<file path="src/rtl/nco_phase.sv">
// Phase-accumulator NCO with square/triangle outputs and a glitch-free increment
// update path that defers new increments to the accumulator wrap.
module nco_phase #(
    parameter int ACC_W    = 16,
    parameter int SAFE_UPD = 1
) (
    input  logic       clk,
    input  logic       reset,
    input  logic [7:0] phinc,
    input  logic       en,
    output logic [7:0] phase,
    output logic       sq_out,
    output logic [7:0] tri_out,
    output logic       tick,
    output logic [7:0] inc_act,
    output logic       upd_pend
);

    localparam logic [0:0] S_IDLE = 1'b0;
    localparam logic [0:0] S_PEND = 1'b1;
    localparam logic       P_SAFE = (SAFE_UPD != 0);

    if (ACC_W < 9 || ACC_W > 32) begin : g_bad_width
        $error("nco_phase: ACC_W must be in 9..32");
    end

    logic [ACC_W-1:0] r_acc;
    logic [7:0]       r_req;
    logic [0:0]       r_state;

    logic [ACC_W:0]   w_sum;
    logic             w_wrap;
    logic             w_diff;
    logic             w_load;
    logic [6:0]       w_ph_lo;
    logic [7:0]       w_tri;

    assign w_sum   = {1'b0, r_acc} + {{(ACC_W-7){1'b0}}, inc_act};
    assign w_wrap  = en & w_sum[ACC_W];
    assign w_diff  = (phinc != inc_act);
    // A stopped NCO (inc_act==0) would never wrap, so it loads immediately.
    assign w_load  = (inc_act == 8'd0) | ~P_SAFE | w_wrap;
    assign w_ph_lo = r_acc[ACC_W-2 -: 7];
    assign w_tri   = r_acc[ACC_W-1] ? ~{w_ph_lo, 1'b0} : {w_ph_lo, 1'b0};

    assign upd_pend = (r_state == S_PEND);

    always_ff @(posedge clk or negedge reset) begin
        if (!reset) begin
            r_acc   <= '0;
            tick    <= 1'b0;
            phase   <= 8'd0;
            sq_out  <= 1'b0;
            tri_out <= 8'd0;
        end else begin
            if (en) begin
                r_acc <= w_sum[ACC_W-1:0];
            end
            tick    <= w_wrap;
            phase   <= r_acc[ACC_W-1 -: 8];
            sq_out  <= r_acc[ACC_W-1];
            tri_out <= w_tri;
        end
    end

    // Wrap and load in the same cycle: the carrying addition above still uses the old inc_act.
    always_ff @(posedge clk or negedge reset) begin
        if (!reset) begin
            r_state <= S_IDLE;
            r_req   <= 8'd0;
            inc_act <= 8'd0;
        end else begin
            case (r_state)
                S_IDLE: begin
                    if (w_diff) begin
                        r_state <= S_PEND;
                        r_req   <= phinc;
                    end
                end
                default: begin
                    r_req <= phinc;
                    if (!w_diff) begin
                        r_state <= S_IDLE;
                    end else if (w_load) begin
                        inc_act <= r_req;
                        r_state <= S_IDLE;
                    end
                end
            endcase
        end
    end

endmodule
</file>
<file path="config.mk">
export PLATFORM = sky130hd
export DESIGN_NAME = nco_phase
export DESIGN_NICKNAME = d
export VERILOG_FILES = /design/src/rtl/nco_phase.sv
export SDC_FILE = /design/constraint.sdc
export NUM_CORES = 1
export LEC_CHECK = 0
export ABC_AREA = 1
export BUFFER_PORTS_ARGS = -buffer_cell sky130_fd_sc_hd__buf_4
export CAP_MARGIN = 20
export CORE_MARGIN = 4
export CORE_UTILIZATION = 60
export DETAILED_ROUTE_END_ITERATION = 10
export GPL_TIMING_DRIVEN = 0
export PLACE_DENSITY_LB_ADDON = 0.15
export SETUP_SLACK_MARGIN = 0.15
export SYNTH_ARGS = -nofsm -noshare
export SYNTH_HDL_FRONTEND = slang
export SYNTH_SLANG_ARGS = --single-unit
</file>
<file path="constraint.sdc">
create_clock -name clk -period 2.65 [get_ports clk]
set_clock_uncertainty 0.05 [all_clocks]
set_input_delay 0.265 -clock clk [delete_from_list [all_inputs] [get_ports clk]]
set_output_delay 0.265 -clock clk [all_outputs]
set_load 0.05 [all_outputs]
</file>
==> run_results.csv <==
group,metric,value,unit
outcome,status,"complete, no violations",
sta,min_period,2.16,ns
place,dp_hpwl,3910,um
sta,setup_slack,0.490,ns
routing,vias_per_cell,5.28,
global_route,grt_max_degree,50,
die,die_w,72.7,um
routing,drt_iter0_drc,147,
worst_hold_path,hold_path_end,"r_req[1]$_DFFE_PN0P_",
worst_setup_path,path_max_fanout,10,
routing,vias,2140,
clock_tree,tritoncts,"done",
sta,rsz0062_at_grt,"no",
worst_hold_path,hp-class,"in2reg",
job,cap_viol_max_count,0,
global_route,grt_pass1_wl,9170,um
routing,dr.pass1.iters,4,
die,num_io_pins,38,
routing,wl_per_cell,12.9,um
sta,relSlewSlack,59.5,%
global_route,overflow,0,
finish,n_antenna_cell,0,
pwr,total_power,3.55,mW
synth,ys_types,27,
worst_setup_path,crit_slowest_cell,"dfrtp_1",
clock_tree,cts_max_level,2,
synth,synthCells,309,
worst_setup_path,r2r-end,"inc_act[1]$_DFFE_PN0P_",
routing,ant_nets,0,
sta,fmax,0.463,GHz
synth,syn_nets,330,
place,place_ws,0.538,ns
finish,postLayoutCellArea,2950,um^2
die,initial_utilization,62.3,%
clock_tree,root_buffer,"clkbuf_8",
synth,ys_top_cells_by_area,"dfrtp_1, nand2_1, nand3_1, inv_1, ha_1",
pwr,p_leak,1.65,nW
worst_setup_path,cp-start-kind,"flip-flop",
synth,netlist.area_leader.share,48.9,%
worst_setup_path,timing.rr.start,"inc_act[0]$_DFFE_PN0P_",
sta,fin_crit_sh,81.5,%
global_route,grt.total_usage,22.1,%
die,die_area,5280,um^2
die,row_count,23,
finish,fillCellCount,305,
place,port_buffers,37,
worst_setup_path,cp-end-kind,"flip-flop",
synth,synth_area,2510,um^2
sta,setup_viol,0,
place,placed_area,2850,um^2
sta,report.final.slew_viol_count,0,
clock_tree,cts_buffer_depth,2,
sta,worstMarginPinSlew,0.608,ns
global_route,antenna_found_initial,0,
sta,hold_violations,0,
pwr,ir_drop,0.000614,V
synth,syn-mean-instance-area,8.12,um^2
finish,nets,375,
place,gp_congestion,0.869,
finish,drive_gt1_share,16.1,%
worst_hold_path,worstHoldStart,"phinc[1]",
worst_setup_path,cpMostUsedCell,"nand2_1",
worst_setup_path,required,2.85,ns
routing,routed_wl,5210,um
die,core,4030,um^2
worst_setup_path,crit_arrival,2.36,ns
clock_tree,clkTransAtPathRegs,0.09,ns
worst_setup_path,rrSetupSlack,0.49,ns
global_route,grt_pass1_vias,2094,
clock_tree,cts_setup_buffers,0,
worst_setup_path,crit_path_max_incr_delay,0.46,ns
worst_setup_path,reg2regPathDepth,11,
worst_hold_path,whs_path_depth,3,
synth,yosys_warnings,0,
clock_tree,cts.sinks,49,
clock_tree,insertion_delay,0.30,ns
finish,area_growth_syn_to_layout,17.6,%
synth,ys_ff_latch,49,
synth,synth.largest_area_cell,"dfrtp_1",
sta,fin_tns_setup,0,ns
routing,drc,0,
worst_setup_path,worstPathCellList,"ha_1 > fa_1 > nand3_1 > nand2_1 > nand2_1 > nand2_1 > nand2_2 > nand2_4 > nand2_4 > nand2_1 > nand2_1",
die,fp.dieH,72.7,um
pwr,power_density,1200,nW/um^2
synth,ys_seq_area_share,48.9,%
clock_tree,cts_buffers,5,
worst_setup_path,crit_type,"reg2reg",
## worst max-delay path, delay by kind of cell (launching register included)
kind | cells | cell delay [ns]
and+or+nand+nor | 9 | 0.89
adders and majority gates | 2 | 0.70
DFF | 1 | 0.46
## routing by layer
metal | track usage [%] | wire, um | part of all wire (%) | vias up
li1 | - | - | - | 1061
met1 | 29.9 | 2380 | 46 | 1017
met2 | 35.7 | 2450 | 47 | 50
met3 | 4.41 | 285 | 5.5 | 12
met4 | 7.58 | 91 | 1.7 | 0
met5 | 0 | 0 | 0 | -
## timing repair
item | in CTS | in global routing
hold buffers | 1 | 0
endpoints found under the hold margin | 49 | 0
resized for setup | 0 | 0
## flip-flops by register name (all words and copies together), names as in the netlist
| register | flops |
|---|---|
| inc_act | 8 |
| phase | 7 |
| r_acc | 16 |
| r_req | 8 |
| tick | 1 |
| tri_out | 8 |
| upd_pend | 1 |
## layout by cell type (no fill, tap or decap), drive strengths merged
cell type,netlist,final
clkinvlp,0,3
fa,1,1
nand2,122,122
nand4,3,3
ha,9,9
dfrtp,49,49
nor2,19,19
dlygate4sd3,0,1
or2,1,1
a21oi,6,6
buf,4,41
o21ai,6,6
inv,35,35
nor4,3,3
nand3b,1,1
nor3,3,3
xnor2,2,2
a22oi,1,1
nand3,32,32
clkbuf,3,8
xor2,9,9
## cells in the mapped netlist
| cell type | instances |
|---|---|
| nor3_2 | 1 |
| dfrtp_1 | 49 |
| a22oi_1 | 1 |
| xor2_1 | 9 |
| buf_8 | 1 |
| nand4_1 | 3 |
| nor2_1 | 17 |
| xnor2_1 | 2 |
| nand2_2 | 1 |
| or2_1 | 1 |
| a21oi_1 | 6 |
| clkbuf_1 | 3 |
| nand3_1 | 32 |
| inv_1 | 34 |
| nand2_4 | 3 |
| nand3b_1 | 1 |
| inv_8 | 1 |
| nand2_1 | 118 |
| ha_1 | 9 |
| o21ai_1 | 1 |
| buf_2 | 1 |
| nor4_1 | 3 |
| buf_4 | 2 |
| nor2_4 | 2 |
| fa_1 | 1 |
| o21ai_0 | 5 |
| nor3_1 | 2 |
## report_power, final
group / switching, mW / total (mW) / internal, mW
logic: 1.26 / 1.88 / 0.619
clock network: 0.253 / 0.438 / 0.185
registers: 0.244 / 1.24 / 0.993
total: 1.75 / 3.55 / 1.80
## cells by family after synthesis
group,Yosys count,share of synthesized area (%)
buffers and inverters,42,7.38
adders and majority gates,10,5.29
and+or+nand+nor,184,31.9
DFF,49,48.9
AOI/OAI and AO/OA,13,2.69
xor gates and xnor gates,11,3.84
## stage by stage
stage / cells / hold WS [ns] / util, %
after floorplan: 309 / -0.0806 / -
after detailed placement: 396 / 0.265 / 70.7
final: 405 / 0.116 / 73.2
after CTS: 405 / 0.114 / 73.2
after global routing: 405 / 0.132 / 73.2
after global placement: 396 / 0.261 / 70.7
## final cells by class
cell class	count	area, um^2	share of cell area, %
clock buffer	5	68.8	2.33
sequential	49	1230	41.6
multi-input combinational	218	1100	37.2
clock inverter	3	22.5	0.763
inverter	35	139	4.71
buffer	7	46.3	1.57
timing repair buffer	38	288	9.75
tap	50	62.6	2.12
## worst max path at each step
| stage | slack (ns) | from | endpoint |
|---|---|---|---|
| 2_1_floorplan | 0.54 | inc_act[0]$_DFFE_PN0P_ | inc_act[1]$_DFFE_PN0P_ |
| 3_3_place_gp | 0.57 | inc_act[0]$_DFFE_PN0P_ | inc_act[6]$_DFFE_PN0P_ |
| 3_5_place_dp | 0.54 | inc_act[0]$_DFFE_PN0P_ | inc_act[7]$_DFFE_PN0P_ |
| 4_1_cts | 0.49 | inc_act[0]$_DFFE_PN0P_ | inc_act[1]$_DFFE_PN0P_ |
| 5_1_grt | 0.32 | inc_act[0]$_DFFE_PN0P_ | inc_act[3]$_DFFE_PN0P_ |
| 6_report | 0.49 | inc_act[0]$_DFFE_PN0P_ | inc_act[1]$_DFFE_PN0P_ |
Power figures use the tool's default switching activity.
